## src/rtl/posit_divsqrt_issuer.sv

```systemverilog
// Issue controller for the PPU iterative posit divide/sqrt unit: accepts one
// valid/ready operation, starts the unit, buffers its result, flush/watchdog kill.
package posit_pkg;
  typedef enum logic [2:0] {
    RNE = 3'b000,
    RTZ = 3'b001,
    RDN = 3'b010,
    RUP = 3'b011,
    RMM = 3'b100
  } roundmode_e;

  typedef struct packed {
    logic NV;
    logic DZ;
    logic OF;
    logic UF;
    logic NX;
  } status_t;
endpackage

module posit_divsqrt_issuer #(
  parameter int unsigned N           = 32,
  parameter int unsigned TAG_W       = 4,
  parameter int unsigned TIMEOUT_CYC = 64
) (
  input  logic                 Clk_CI,
  input  logic                 Rst_RI,
  input  logic                 In_valid_SI,
  output logic                 In_ready_SO,
  input  logic                 In_op_SI,
  input  logic [N-1:0]         In_a_DI,
  input  logic [N-1:0]         In_b_DI,
  input  posit_pkg::roundmode_e In_rm_SI,
  input  logic [TAG_W-1:0]     In_tag_DI,
  output logic                 Div_start_SO,
  output logic                 Sqrt_start_SO,
  output logic [N-1:0]         Operand_a_DO,
  output logic [N-1:0]         Operand_b_DO,
  output posit_pkg::roundmode_e RM_SO,
  output logic [1:0]           Format_sel_SO,
  output logic                 Kill_SO,
  input  logic                 Ready_DI,
  input  logic                 Done_DI,
  input  logic [N-1:0]         Result_DI,
  input  posit_pkg::status_t   Fflags_DI,
  input  logic                 Flush_SI,
  output logic                 Out_valid_SO,
  input  logic                 Out_ready_SI,
  output logic [N-1:0]         Out_result_DO,
  output posit_pkg::status_t   Out_fflags_DO,
  output logic [TAG_W-1:0]     Out_tag_DO,
  output logic                 Out_timeout_SO
);

  localparam int unsigned CNT_W = (TIMEOUT_CYC > 2) ? $clog2(TIMEOUT_CYC) : 1;
  localparam logic [CNT_W-1:0] CNT_LAST = CNT_W'(TIMEOUT_CYC - 1);
  localparam logic [N-1:0] NAR = {1'b1, {(N-1){1'b0}}};

  typedef enum logic [1:0] {IDLE, ISSUE, BUSY, HOLD} state_e;

  state_e                state_q;
  logic                  op_q;
  logic [N-1:0]          a_q;
  logic [N-1:0]          b_q;
  posit_pkg::roundmode_e rm_q;
  logic [TAG_W-1:0]      tag_q;
  logic [N-1:0]          result_q;
  posit_pkg::status_t    fflags_q;
  logic                  timeout_q;
  logic [CNT_W-1:0]      cnt_q;

  logic in_ready;
  logic accept;
  logic start;
  logic timeout_hit;
  logic flush_kill;

  // Reset and flush both close the input port and suppress every strobe.
  always_comb begin
    in_ready    = 1'b0;
    start       = 1'b0;
    timeout_hit = 1'b0;
    flush_kill  = 1'b0;
    if (!Rst_RI) begin
      if (Flush_SI) begin
        flush_kill = (state_q == ISSUE) || (state_q == BUSY);
      end else begin
        in_ready    = (state_q == IDLE) || ((state_q == HOLD) && Out_ready_SI);
        start       = (state_q == ISSUE) && Ready_DI;
        timeout_hit = (state_q == BUSY) && !Done_DI && (cnt_q == CNT_LAST);
      end
    end
  end

  assign accept = in_ready && In_valid_SI;

  always_ff @(posedge Clk_CI) begin
    if (Rst_RI) begin
      state_q   <= IDLE;
      op_q      <= 1'b0;
      a_q       <= '0;
      b_q       <= '0;
      rm_q      <= posit_pkg::RNE;
      tag_q     <= '0;
      result_q  <= '0;
      fflags_q  <= '0;
      timeout_q <= 1'b0;
      cnt_q     <= '0;
    end else begin
      if (accept) begin
        op_q  <= In_op_SI;
        a_q   <= In_a_DI;
        b_q   <= In_b_DI;
        rm_q  <= In_rm_SI;
        tag_q <= In_tag_DI;
      end
      if (Flush_SI) begin
        state_q <= IDLE;
      end else begin
        case (state_q)
          IDLE: if (accept) state_q <= ISSUE;
          ISSUE: begin
            if (Ready_DI) begin
              state_q <= BUSY;
              cnt_q   <= '0;
            end
          end
          BUSY: begin
            // Done takes precedence over a watchdog expiry in the same cycle.
            if (Done_DI) begin
              result_q  <= Result_DI;
              fflags_q  <= Fflags_DI;
              timeout_q <= 1'b0;
              state_q   <= HOLD;
            end else if (cnt_q == CNT_LAST) begin
              result_q  <= NAR;
              fflags_q  <= '{NV: 1'b1, default: 1'b0};
              timeout_q <= 1'b1;
              state_q   <= HOLD;
            end else begin
              cnt_q <= cnt_q + 1'b1;
            end
          end
          HOLD: if (Out_ready_SI) state_q <= accept ? ISSUE : IDLE;
          default: state_q <= IDLE;
        endcase
      end
    end
  end

  assign In_ready_SO    = in_ready;
  assign Div_start_SO   = start && !op_q;
  assign Sqrt_start_SO  = start && op_q;
  assign Kill_SO        = flush_kill || timeout_hit;
  assign Operand_a_DO   = a_q;
  assign Operand_b_DO   = b_q;
  assign RM_SO          = rm_q;
  assign Format_sel_SO  = 2'b00;
  assign Out_valid_SO   = !Rst_RI && (state_q == HOLD);
  assign Out_result_DO  = result_q;
  assign Out_fflags_DO  = fflags_q;
  assign Out_tag_DO     = tag_q;
  assign Out_timeout_SO = Out_valid_SO && timeout_q;

endmodule

```

## config.mk

```make
export PLATFORM = sky130hd
export DESIGN_NAME = posit_divsqrt_issuer
export DESIGN_NICKNAME = d
export VERILOG_FILES = /design/src/rtl/posit_divsqrt_issuer.sv
export SDC_FILE = /design/constraint.sdc
export NUM_CORES = 1
export LEC_CHECK = 0
export BUFFER_PORTS_ARGS = -buffer_cell sky130_fd_sc_hd__buf_2
export CAP_MARGIN = 25
export CORE_AREA = 2 2 109 111
export DETAILED_ROUTE_END_ITERATION = 10
export DIE_AREA = 0 0 111 113
export GPL_TIMING_DRIVEN = 0
export PLACE_DENSITY = 0.75
export SETUP_SLACK_MARGIN = 0.02
export SYNTH_ARGS = -nofsm -noshare
export SYNTH_HDL_FRONTEND = slang
export SYNTH_SLANG_ARGS = --single-unit
```

## constraint.sdc

```tcl
create_clock -name Clk_CI -period 2 [get_ports Clk_CI]
set_input_delay 0.1 -clock Clk_CI [delete_from_list [all_inputs] [get_ports Clk_CI]]
set_output_delay 0.1 -clock Clk_CI [all_outputs]
set_load 0.05 [all_outputs]
```

---- Yosys cells after proc, flatten, opt, wreduce, memory -nomap -nowiden ----
Cells that the tools add are included.
storage, ports and cells
  register bits after elaboration ......... 118
  RAM bits ................................ 0
  bits of input ports ..................... 116
  logic and storage cells ................. 73
  ROM bits ................................ 0
  bits in latches ......................... 0
  memories ................................ 0
  output and inout port bits .............. 116
operators by class
  reduce and logical (&&, ||, !) cells .... 22
  divide/modulo/power cells ............... 0
  add/subtract/negate cells ............... 1
  bitwise gates (word level) .............. 1
  shifts and indexed selects .............. 0
  equal/unequal tests ..................... 10
  order comparisons ....................... 0
  muxes and demuxes ....................... 25
  multiply operators ...................... 0
operators by type and width
  kind                   count
  $mux W32               2
  $mux W6                3
  $pmux W6 S2            1
  $mux W1                11
  $mux W2                5
  $mux W5                2
  $ne A2 B2 Y1 const B   5
  $logic_and A1 B1 Y1    9
  $pmux W2 S4            1
  $add A6 B1 Y6 const B  1
  $eq A6 B6 Y1 const B   1
  $reduce_and A5 Y1      1
  $eq A2 B2 Y1 const B   2
  $reduce_and A4 Y1      1
  $reduce_bool A2 Y1     2
  $logic_not A1 Y1       3
  $logic_or A1 B1 Y1     3
  $ne A3 B2 Y1 const B   1
  $reduce_and A3 Y1      1
  $eq A2 B1 Y1 const B   1
  $logic_not A2 Y1       1
  $reduce_or A2 Y1       1
  $not A1 Y1             1

---- Logic depth before layout (Yosys ltp) ----
Gate-level depths: netlist of run 1.
  depth in word-level cells ............... 9
  depth in mapped cells ................... 8
  mapped depth without buffers ............ 6

---- Worst setup path before layout of run 1 ----
No wires, ideal clock.
  kind .................................... register -> output
  from .................................... reg state_q[0]
  to ...................................... out Out_timeout_SO
  path buffers ............................ 0
  data arrival time ....................... 1899 ps
  data required time ...................... 1900 ps
  path slack .............................. 1 ps
  cell stages (with the launch flop) ...... 4
  cell sequence ........................... dfxtp_1 ha_1 nor2b_1 and2_1
on the way
  word-level cells in the longest chain between the ends .. 3
ends and longest elaborated chain
  element                   RTL line  RTL
  start: declaration        61        state_e state_q;
  start signal: assignment  144       HOLD: if (Out_ready_SI) state_q <= accept ? ISSUE : IDLE;
  $eq A2 B2 Y1              159       assign Out_valid_SO = !Rst_RI && (state_q == HOLD);
  $logic_and A1 B1 Y1       159
  net Out_valid_SO          47        output logic Out_valid_SO,
  $logic_and A1 B1 Y1       163       assign Out_timeout_SO = Out_valid_SO && timeout_q;
  end: declaration          52        output logic Out_timeout_SO
The timed path passes the listed nets, and every way through them passes these cells.

---- Final worst setup path of run 1 ----
  from .................................... reg state_q[0]
  to ...................................... out Kill_SO
on the way
  word-level cells in the longest chain between the ends .. 6
  elaborated cells on any way between the ends .. 10
  classes of those cells .................. 2 x eq/ne; 4 x mux; 4 x reduce/logical
ends and longest elaborated chain
  element                            RTL line  RTL
  $eq A2 B2 Y1                       86, 90
  $logic_and A1 B1 Y1 (2 in series)  90        timeout_hit = (state_q == BUSY) && !Done_DI && (cnt_q == CNT_LAST);
  $mux W1                            85        if (Flush_SI) begin
  $mux W1                            84        if (!Rst_RI) begin
  $logic_or A1 B1 Y1 *               154       assign Kill_SO = flush_kill || timeout_hit;
  end: declaration                   41        output logic Kill_SO,
Mark *: on every way between the ends. The rest lies on a longest branch, timed or not.

==> results.tsv, run 1 <==
stage	metric	value	unit
run_status	status	completed	
global_route	grt_pass1_wl	26.9	mm
logic_synthesis	ys_types	39	
cts	cts_tree	yes	
logic_synthesis	synth-seq-cells	118	
logic_synthesis	ys_async_sr_fraction	0	%
logic_synthesis	synth_sequential_area_ratio	52.1	%
logic_synthesis	synthesis.yosys.warnings	0	
floorplan	placementRows	39	
setup_path	critical_path_arrival	1800	ps
pwr	leakage	3.34	nW
final_layout	multiInputGateArea	1990	um2
setup_path	largest_fanout_on_the_critical_path	9	
floorplan	chipHeight	113	um
sta	relSlewSlack	56.7	%
routing	dr_wl_met2	8.22	mm
routing	drc	0	
final_layout	layout.cells.non_filler	1077	
floorplan	top_level_ports	232	
routing	drt-initial-drc-count	462	
setup_path	rr_endpoint	Operand_a_DO[27]	
sta	finClkSkew	6.24	ps
final_layout	final_layout_size_suffix_gt1_share	32.4	%
sta	hold_violations	0	
global_route	via_count_of_the_first_global_routing_pass	5555	
placed_design	portBuffers	229	
sta	setup-violations-final	0	
global_route	gr-total-overflow	0	
logic_synthesis	synth.avg_cell_area	8.03	um2
cts	cts-root-to-sink-buffers	2	
placed_design	place_hpwl	10.3	mm
placed_design	routabilityCongestion	0.796	
cts	clock_sink_count	118	
cts	cts_root_buf	sky130_fd_sc_hd__clkbuf_16	
final_layout	fillCellCount	852	
global_route	grt_antenna_before_repair	1	
floorplan	fp.coreArea	11300	um2
routing	wl_per_cell	15.6	um
logic_synthesis	postSynthCellCount	564	
setup_path	worstSetupEndpointType	output pin	
logic_synthesis	synth_enable_flop_cells	0	
cts	worstSkewPairLatency	410	ps
routing	drt-total-wl	16.8	mm
sta	fmaxAchievable	527	MHz
global_route	global_router_s_overall_resource_usage	26.7	%
routing	detailroute.via_count	5525	
routing	route.top_layer_used	met4	
placed_design	dpl_ws	-202	ps
sta	setup_ws	103	ps
setup_path	reg2reg_slack	140	ps
floorplan	initial_utilization	40.2	%
routing	met3WireLength	1.36	mm
worst_hold_path	worst_hold_startpoint	Result_DI[14]	
final_layout	area_growth	68.1	%
floorplan	die-width	111	um
routing	wl_met1	6.55	mm
setup_path	crit-reg2reg-launch	state_q[0]	
placed_design	dpl.cell_count	937	
sta	worst-slew-pin-transition	649	ps
cts	htree_levels	4	
job	drv_cap	0	
worst_hold_path	timing.hold.worst_path_depth	3	
worst_hold_path	hold_path.class	in2reg	
routing	drt_pre_antenna_iters	6	
worst_hold_path	endpoint_with_the_worst_hold_slack	Out_result_DO[14]	
logic_synthesis	synth.cell_area	4530	um2
pwr	peak_supply_drop	0.589	mV
sta	layout_min_cycle_time	1900	ps
cts	cts_post_setup_buffers_inserted	0	
logic_synthesis	synthFlopType	sky130_fd_sc_hd__dfxtp_1	
global_route	grt_max_degree	20	
setup_path	ws_path_type	reg2out	
sta	final.period_utilization	94.9	%
final_layout	layout_nets	1041	
routing	final_antenna_net_count	0	
pwr	cellPowerDensity	818	nW/um2
sta	finalMaxSlewViolations	0	
cts	path_clk_slew	50	ps
final_layout	regArea	2360	um2
sta	holdWs	42.6	ps
setup_path	critical_path.startpoint_type	register	
cts	numCtsBuffers	17	
routing	vias_per_cell	5.13	
floorplan	fp.dieArea	12500	um2
setup_path	cp_data_required_time	1900	ps
setup_path	worstRegToRegCells	8	
-- routing by layer --
layer  up-vias  GRT usage (%)
met4         0           13.9
met2       306           47.0
met3        56           8.19
met5         -              0
li1       2632              -
met1      2531           29.0
-- metrics by stage --
stage	TNS, ps	power, mW	cell area, um2	util, %
4_1_cts	0	6.24	7580	67.2
2_1_floorplan	0	2.82	4540	-
6_report	0	6.23	7620	67.6
3_3_place_gp	-3670	3.04	5860	52.0
3_5_place_dp	-5100	3.04	5860	52.0
5_1_grt	-8.27	6.43	7610	67.6
-- kinds of logic after synthesis --
family,synth area share [%]
flip-flops,52.1
AO/OA/AOI/OAI,20.3
AND/OR/NAND/NOR,20.9
buffers and inverters,5.00
adder cells (fa/ha/maj),1.66
other,0.0828
-- state kept, by name, summed over array words and instances (netlist names) --
signal         flops
Operand_b_DO      32
state_q            2
Out_fflags_DO      5
Out_tag_DO         4
RM_SO              3
Operand_a_DO      32
Out_result_DO     32
op_q               1
timeout_q          1
cnt_q              6
-- cell usage after synthesis, types with 2 or more instances --
library cell / n / area share (%)
sky130_fd_sc_hd__a311oi_1: 5 / 0.97
sky130_fd_sc_hd__nor3_1: 5 / 0.55
sky130_fd_sc_hd__a21o_1: 2 / 0.33
sky130_fd_sc_hd__buf_4: 2 / 0.33
sky130_fd_sc_hd__buf_2: 16 / 1.8
sky130_fd_sc_hd__nor2_1: 7 / 0.58
sky130_fd_sc_hd__a31oi_1: 2 / 0.28
sky130_fd_sc_hd__and2_1: 2 / 0.28
sky130_fd_sc_hd__a211oi_1: 2 / 0.33
sky130_fd_sc_hd__dfxtp_1: 118 / 52
sky130_fd_sc_hd__nor2b_1: 2 / 0.28
sky130_fd_sc_hd__a21oi_1: 116 / 13
sky130_fd_sc_hd__nand2_1: 148 / 12
sky130_fd_sc_hd__inv_1: 5 / 0.41
sky130_fd_sc_hd__o21ai_0: 37 / 4.1
sky130_fd_sc_hd__ha_1: 6 / 1.7
sky130_fd_sc_hd__or2_2: 2 / 0.28
sky130_fd_sc_hd__nand3_1: 39 / 4.3
sky130_fd_sc_hd__clkbuf_1: 27 / 2.2
sky130_fd_sc_hd__o211ai_1: 2 / 0.33
-- power breakdown --
part / switching, mW / internal, mW
clock: 1.05 / 1.99
combinational: 0.439 / 0.320
sequential: 0.0262 / 2.40
total: 1.51 / 4.72
-- worst max-delay path by stage --
| stage | endpoint | cells after the start | from | slack [ps] |
|---|---|---|---|---|
| after floorplan | cnt_q[2] | 6 | state_q[1] | 140 |
| after global placement | cnt_q[3] | 6 | state_q[0] | -210 |
| after detailed placement | cnt_q[3] | 6 | state_q[0] | -200 |
| after CTS | Kill_SO | 6 | cnt_q[0] | 20 |
| after global routing | Kill_SO | 7 | state_q[0] | -8 |
| final | Kill_SO | 7 | state_q[0] | 100 |
-- timing repair --
action / 4_1_cts / 5_1_grt
setup endpoints to repair: 36 / 74
hold endpoints to repair: 108 / 0
resized for setup: 15 / 18
gates cloned: 0 / 0
hold buffers: 108 / 0
-- layout make-up --
| cell class | count | share of cell area (%) |
|---|---|---|
| plain buffers | 44 | 2.94 |
| clock inverters | 7 | 1.22 |
| clock buffers | 25 | 6.64 |
| multi-input cells | 396 | 26.2 |
| flip-flops and latches | 118 | 31.0 |
| inverters | 5 | 0.246 |
| diodes | 2 | 0.0657 |
| well taps | 143 | 2.35 |
| repair buffers | 337 | 29.3 |
-- critical path, stage by stage, from the launching register on --
cell                       delay [ps]
sky130_fd_sc_hd__dfxtp_1          340
sky130_fd_sc_hd__inv_1            150
sky130_fd_sc_hd__ha_2             300
sky130_fd_sc_hd__nand2b_2         120
sky130_fd_sc_hd__nor2_1           100
sky130_fd_sc_hd__a22oi_1           80
sky130_fd_sc_hd__nor2_1           120
sky130_fd_sc_hd__buf_6            180
-- cell usage in the layout (no fill, tap or decap), types with 7 or more instances in the layout --
| master | instances |
|---|---|
| sky130_fd_sc_hd__nor2_1 | 7 |
| sky130_fd_sc_hd__dlygate4sd3_1 | 108 |
| sky130_fd_sc_hd__nand3_1 | 39 |
| sky130_fd_sc_hd__clkbuf_16 | 17 |
| sky130_fd_sc_hd__buf_2 | 237 |
| sky130_fd_sc_hd__dfxtp_1 | 116 |
| sky130_fd_sc_hd__clkbuf_1 | 23 |
| sky130_fd_sc_hd__a21oi_1 | 114 |
| sky130_fd_sc_hd__nand2_1 | 148 |
| sky130_fd_sc_hd__o21ai_0 | 36 |
Note: power is estimated with default switching activity, not from simulation.
==> run 2, diff against run 1 <==
--- a/config.mk
+++ b/config.mk
@@ -7,11 +7,13 @@
 export LEC_CHECK = 0
 export BUFFER_PORTS_ARGS = -buffer_cell sky130_fd_sc_hd__buf_2
 export CAP_MARGIN = 25
-export CORE_AREA = 2 2 109 111
+export CELL_PAD_IN_SITES_DETAIL_PLACEMENT = 2
+export CELL_PAD_IN_SITES_GLOBAL_PLACEMENT = 2
+export CORE_AREA = 2 2 147 149
 export DETAILED_ROUTE_END_ITERATION = 10
-export DIE_AREA = 0 0 111 113
+export DIE_AREA = 0 0 149 151
 export GPL_TIMING_DRIVEN = 0
-export PLACE_DENSITY = 0.75
+export PLACE_DENSITY_LB_ADDON = 0.1
 export SETUP_SLACK_MARGIN = 0.02
 export SYNTH_ARGS = -nofsm -noshare
 export SYNTH_HDL_FRONTEND = slang
==> run 2 against run 1 <==
  * Global-route usage is 8.6 points lower
  * Clock power hardly changed
  * Total power hardly changed
  * Sequential cell count stayed put
  * Sequential power hardly changed
  * Clock skew is 2.2 ps higher
  * Non-clock buffer count is 2 higher
  * Sequential share of layout area is 0.69 points lower
  * Critical path type unchanged
  * Wire length is 23% higher
  * Highest routed layer unchanged
  * Count of clock-buffer cells in the layout is 6 lower
  * Worst hold slack better by 110 ps
  * Utilization is 30 points lower
  * Critical endpoint unchanged
==> results.tsv, run 2 (same netlist as run 1, synthesis figures left out) <==
stage	metric	value	unit	change
pwr	combPwrFrac	12.4	%	+0.2 points
pwr	pint	4.61	mW	-2.3%
pwr	peak_supply_drop	0.529	mV	-10%
sta	worst-slew-pin-transition	594	ps	-54.9 ps
sta	setup-violations-final	0		unchanged
pwr	report.power.total	6.23	mW	about the same
sta	hold_violations	0		unchanged
final_layout	area_growth	72.3	%	
cts	path_clk_slew	60	ps	about the same
routing	detailroute.via_count	5442		-1.5%
cts	numCtsBuffers	17		unchanged
placed_design	dpl_ws	-424	ps	-222 ps
sta	final.period_utilization	94.2	%	-0.64 points
routing	final_antenna_net_count	0		unchanged
floorplan	initial_utilization	21.8	%	-18 points
pwr	sw_frac_of_total	26.0	%	+1.7 points
cts	worstSkewPairLatency	410	ps	about the same
floorplan	placementRows	53		+36%
floorplan	die-width	149	um	+34%
sta	rsz_0062_raised_after_global_routing	yes		
floorplan	chipHeight	151	um	+34%
floorplan	fp.dieArea	22500	um2	+79%
global_route	grt_pass1_wl	32.0	mm	+19%
job	drv_cap	0		unchanged
setup_path	critical_path.startpoint_type	register		
worst_hold_path	hold_path.class	in2reg		
setup_path	crit-reg2reg-launch	state_q[1]		
global_route	via_count_of_the_first_global_routing_pass	6070		+9.3%
run_status	status	completed		
setup_path	cp_data_required_time	1900	ps	about the same
placed_design	portBuffers	229		unchanged
final_layout	layout.cells.non_filler	1208		+12%
routing	drt-initial-drc-count	122		-74%
setup_path	ws_path_type	reg2out		
sta	relSlewSlack	60.4	%	+3.7 points
final_layout	top_library_cells_by_usage_in_the_layout_fill_and_taps_aside	237 x sky130_fd_sc_hd__buf_2, 148 x sky130_fd_sc_hd__nand2_1, 114 x sky130_fd_sc_hd__dfxtp_1, 114 x sky130_fd_sc_hd__a21oi_1, 109 x sky130_fd_sc_hd__dlygate4sd3_1		
routing	wl_per_cell	17.0	um	+9.6%
cts	cts_root_buf	sky130_fd_sc_hd__clkbuf_16		
final_layout	final_common_cell	sky130_fd_sc_hd__buf_2		
global_route	grt_max_degree	20		unchanged
final_layout	layout_nets	1043		+0.19%
cts	cts-root-to-sink-buffers	2		unchanged
floorplan	fp.coreArea	20800	um2	+85%
setup_path	worstRegToRegCells	7		-1
pwr	cellPowerDensity	798	nW/um2	-2.4%
placed_design	routabilityCongestion	0.717		-9.9%
global_route	global_router_s_overall_resource_usage	18.1	%	-8.6 points
setup_path	largest_fanout_on_the_critical_path	5		-4
setup_path	worstSetupEndpointType	output pin		
setup_path	crit_start	cnt_q[1]		
setup_path	critical_path_arrival	1780	ps	-20 ps
sta	setup_ws	115	ps	+12.7 ps
routing	drt_pre_antenna_iters	4		-2
cts	cts_tree	yes		
cts	clock_sink_count	118		unchanged
pwr	sw_pwr	1.62	mW	+7.1%
sta	fmaxAchievable	531	MHz	+0.68%
routing	drc	0		unchanged
worst_hold_path	timing.hold.worst_path_depth	4		+1
placed_design	dpl.cell_count	1069		+14%
worst_hold_path	worst_hold_startpoint	Done_DI		
routing	drt-total-wl	20.6	mm	+23%
global_route	gr-total-overflow	0		unchanged
routing	vias_per_cell	4.50		-12%
placed_design	place_hpwl	14.5	mm	+40%
final_layout	final_layout_size_suffix_gt1_share	33.1	%	+0.72 points
sta	layout_min_cycle_time	1880	ps	-12.7 ps
final_layout	antenna-diode-count	0		-2
global_route	grt_antenna_before_repair	0		-1
sta	finClkSkew	8.44	ps	+2.20 ps
pwr	power.clock.fraction	48.6	%	-0.2 points
pwr	leakage	3.33	nW	about the same
cts	cts_post_setup_buffers_inserted	0		unchanged
cts	htree_levels	4		unchanged
floorplan	top_level_ports	232		unchanged
pwr	p_seq_share	39.0	%	about the same
sta	finalMaxSlewViolations	0		unchanged
run 2: per-stage QoR:
step	TNS [ps]	area [um2]	hold WS, ps	utilization [%]
after floorplan	0	4540	236	-
after global placement	-6220	6030	343	28.9
after detailed placement	-16520	6030	351	28.9
after CTS	-629	7750	142	37.2
after global routing	0	7810	178	37.5
final	0	7810	152	37.5
run 2: metal layers:
layer | part of all wire [%] | GRT usage [%] | up-vias
met1 | 41 | 20.5 | 2622
met3 | 6.6 | 5.12 | 23
met4 | 1.7 | 6.33 | 0
li1 | - | - | 2629
met2 | 50 | 32.6 | 168
met5 | 0 | 0 | -
run 2: power groups by stage:
| stage | registers [mW] | clock network, mW | logic (mW) |
|---|---|---|---|
| after floorplan | 2.64 | 0 | 0.180 |
| after global placement | 2.47 | 0 | 0.577 |
| after detailed placement | 2.48 | 0 | 0.594 |
| after CTS | 2.43 | 3.13 | 0.770 |
| after global routing | 2.43 | 3.22 | 0.837 |
| final | 2.43 | 3.03 | 0.774 |
run 2: critical path, stage by stage, from the launching register on:
cell and delay (ps):
sky130_fd_sc_hd__dfxtp_2 360, sky130_fd_sc_hd__ha_4 160, sky130_fd_sc_hd__and4_4 280, sky130_fd_sc_hd__and2_4 210
sky130_fd_sc_hd__a22oi_2 60, sky130_fd_sc_hd__nor2_1 120, sky130_fd_sc_hd__buf_6 180
run 2: cell type report:
| cell class | count | area [um2] |
|---|---|---|
| fill | 2384 | 13000 |
| sequential | 118 | 2370 |
| timing repair buffer | 338 | 2240 |
| multi-input combinational | 396 | 2020 |
| clock buffer | 19 | 453 |
| tap | 275 | 344 |
| buffer | 45 | 228 |
| clock inverter | 12 | 130 |
| inverter | 5 | 18.8 |
run 2: repair_timing:
item                                    in CTS  in global routing
pin swaps                                    1                  0
hold endpoints to repair                   109                  0
endpoints found under the setup margin     109                108
gates resized for setup                     19                 25
hold buffers                               109                  0
run 2: path summary, 6_finish.rpt:
path | slack, ps | to
max reg2reg | 150 | Operand_b_DO[12]
min reg2reg | 450 | Operand_b_DO[30]
max | 120 | Kill_SO
min | 150 | Out_fflags_DO[1]
==> run 3, diff against run 2 <==
--- a/config.mk
+++ b/config.mk
@@ -5,7 +5,7 @@
 export SDC_FILE = /design/constraint.sdc
 export NUM_CORES = 1
 export LEC_CHECK = 0
-export BUFFER_PORTS_ARGS = -buffer_cell sky130_fd_sc_hd__buf_2
+export BUFFER_PORTS_ARGS = -buffer_cell sky130_fd_sc_hd__buf_4
 export CAP_MARGIN = 25
 export CELL_PAD_IN_SITES_DETAIL_PLACEMENT = 2
 export CELL_PAD_IN_SITES_GLOBAL_PLACEMENT = 2
==> run 3 against run 2 <==
  * Sequential power about the same
  * Utilization up 2.6 points
  * Sequential share of layout area down 2.0 points
  * Sequential cell count unchanged
  * Register-to-register slack about the same
  * Via count down 0.24%
  * Final cell count up 0.17%
  * Fmax up 1.5%
==> results.tsv, run 3 (same netlist as run 1, synthesis figures left out) <==
stage	metric	value	unit	change
setup_path	ws_path_type	reg2reg		
final_layout	final_layout_size_suffix_gt1_share	33.3	%	+0.14 points
global_route	global_router_s_overall_resource_usage	18.6	%	+0.47 points
placed_design	place_hpwl	14.5	mm	+0.41%
setup_path	reg2reg_slack	140	ps	about the same
pwr	peak_supply_drop	0.549	mV	+3.9%
setup_path	largest_fanout_on_the_critical_path	10		+5
sta	finalMaxSlewViolations	0		unchanged
setup_path	crit-reg2reg-launch	state_q[0]		
floorplan	placementRows	53		unchanged
floorplan	die-width	149	um	unchanged
final_layout	fillCellCount	2325		-2.5%
job	drv_cap	0		unchanged
cts	clock_sink_count	118		unchanged
final_layout	final_common_cell	sky130_fd_sc_hd__buf_4		
placed_design	portBuffers	229		unchanged
cts	cts_tree	yes		
run_status	status	completed		
setup_path	crit_start	state_q[0]		
setup_path	cp_data_required_time	2320	ps	+420 ps
routing	drt-total-wl	21.1	mm	+2.3%
routing	vias_per_cell	4.49		-0.40%
cts	worstSkewPairLatency	420	ps	about the same
final_layout	regArea	2370	um2	-0.16%
sta	holdWs	122	ps	-29.8 ps
final_layout	post-route-cell-area	8360	um2	+7.0%
cts	cts-root-to-sink-buffers	2		unchanged
routing	final_antenna_net_count	0		unchanged
floorplan	fp.dieArea	22500	um2	unchanged
sta	fmaxAchievable	539	MHz	+1.5%
floorplan	chipHeight	151	um	unchanged
floorplan	top_level_ports	232		unchanged
routing	drt_pre_antenna_iters	4		unchanged
sta	setup-violations-final	0		unchanged
routing	drc	0		unchanged
global_route	grt_pass1_wl	32.4	mm	+1.4%
setup_path	worstSetupEndpointType	register		
cts	cts_root_buf	sky130_fd_sc_hd__clkbuf_16		
placed_design	placement.cell_area	6600	um2	+9.5%
global_route	via_count_of_the_first_global_routing_pass	5904		-2.7%
setup_path	worstRegToRegCells	8		+1
routing	detailroute.via_count	5429		-0.24%
setup_path	critical_path_arrival	2180	ps	+400 ps
pwr	leakage	3.43	nW	+2.7%
final_layout	top_library_cells_by_usage_in_the_layout_fill_and_taps_aside	239 x sky130_fd_sc_hd__buf_4, 148 x sky130_fd_sc_hd__nand2_1, 115 x sky130_fd_sc_hd__dfxtp_1		
sta	relSlewSlack	58.1	%	-2.3 points
worst_hold_path	hold_path.class	in2reg		
setup_path	rr_endpoint	Operand_b_DO[7]		
routing	wl_per_cell	17.4	um	+2.1%
pwr	cellPowerDensity	730	nW/um2	-8.5%
sta	setup_ws	144	ps	+28.4 ps
placed_design	dpl_ws	-389	ps	+35.3 ps
sta	finClkSkew	15.4	ps	+6.98 ps
global_route	grt_max_degree	20		unchanged
final_layout	multiInputGateArea	2020	um2	unchanged
global_route	gr-total-overflow	0		unchanged
global_route	grt_antenna_before_repair	0		unchanged
sta	worst-slew-pin-transition	629	ps	+34.8 ps
cts	htree_levels	4		unchanged
final_layout	antenna-diode-count	0		unchanged
cts	path_clk_slew	60	ps	about the same
floorplan	fp.coreArea	20800	um2	unchanged
cts	numCtsBuffers	17		unchanged
sta	layout_min_cycle_time	1860	ps	-28.3 ps
setup_path	setup.worst_path.end	Operand_b_DO[7]		
final_layout	area_growth	84.4	%	
sta	final.period_utilization	92.8	%	-1.4 points
placed_design	routabilityCongestion	0.722		+0.67%
setup_path	critical_path.startpoint_type	register		
sta	rsz_0062_raised_after_global_routing	yes		
floorplan	initial_utilization	21.8	%	unchanged
final_layout	layout_nets	1044		+0.096%
sta	hold_violations	0		unchanged
routing	drt-initial-drc-count	130		+6.6%
[run 3: worst max-delay path, cell delays in order, from the launching register on]
cell,delay [ps]
sky130_fd_sc_hd__dfxtp_1,410
sky130_fd_sc_hd__inv_2,100
sky130_fd_sc_hd__ha_1,280
sky130_fd_sc_hd__a21oi_4,190
sky130_fd_sc_hd__or2_1,130
sky130_fd_sc_hd__buf_4,190
sky130_fd_sc_hd__buf_4,200
sky130_fd_sc_hd__nand2_1,70
sky130_fd_sc_hd__a21oi_1,200
[run 3: power by group]
part	switching, mW	internal, mW	total, mW
Combinational	0.465	0.417	0.882
Sequential	0.0284	2.40	2.43
Clock	1.15	1.64	2.79
[run 3: stage by stage]
stage,instances,util [%],power (mW),setup TNS [ps]
finish,1210,40.1,6.10,0
global route,1210,40.1,6.35,0
CTS,1209,39.9,6.16,0
detailed placement,1069,31.7,3.17,-17380
global placement,1069,31.7,3.15,-6000
floorplan,565,-,2.82,0
[run 3: worst min-delay path by stage]
stage | start | end | slack [ps] | cells past startpoint
after global placement | In_b_DI[7] | Operand_b_DO[7] | 350 | 3
after CTS | Done_DI | Out_result_DO[0] | 120 | 4
after global routing | Done_DI | Out_fflags_DO[1] | 170 | 4
after floorplan | In_op_SI | op_q | 240 | 2
final | Done_DI | Out_result_DO[0] | 120 | 4
after detailed placement | In_b_DI[16] | Operand_b_DO[16] | 360 | 3
[run 3: routing by layer]
| layer | track usage (%) | part of all wire [%] | vias up |
|---|---|---|---|
| met4 | 5.67 | 1.5 | 0 |
| li1 | - | - | 2632 |
| met5 | 0 | 0 | - |
| met2 | 32.9 | 50 | 166 |
| met3 | 5.51 | 6.6 | 25 |
| met1 | 21.6 | 42 | 2606 |
[run 3: area by class of cell]
type	count	share of cell area [%]
buffer	44	2.73
clock inverter	12	0.973
clock buffer	20	5.47
tap	275	4.12
inverter	5	0.225
sequential	118	28.3
multi-input combinational	396	24.2
timing repair buffer	340	34.0
[run 3: timing repair]
item,CTS,global route
hold buffers,109,0
setup endpoints to repair,109,93
cloned,0,0
buffers inserted,0,2
hold endpoints to repair,109,0
pin swaps,1,2
resized for setup,29,11
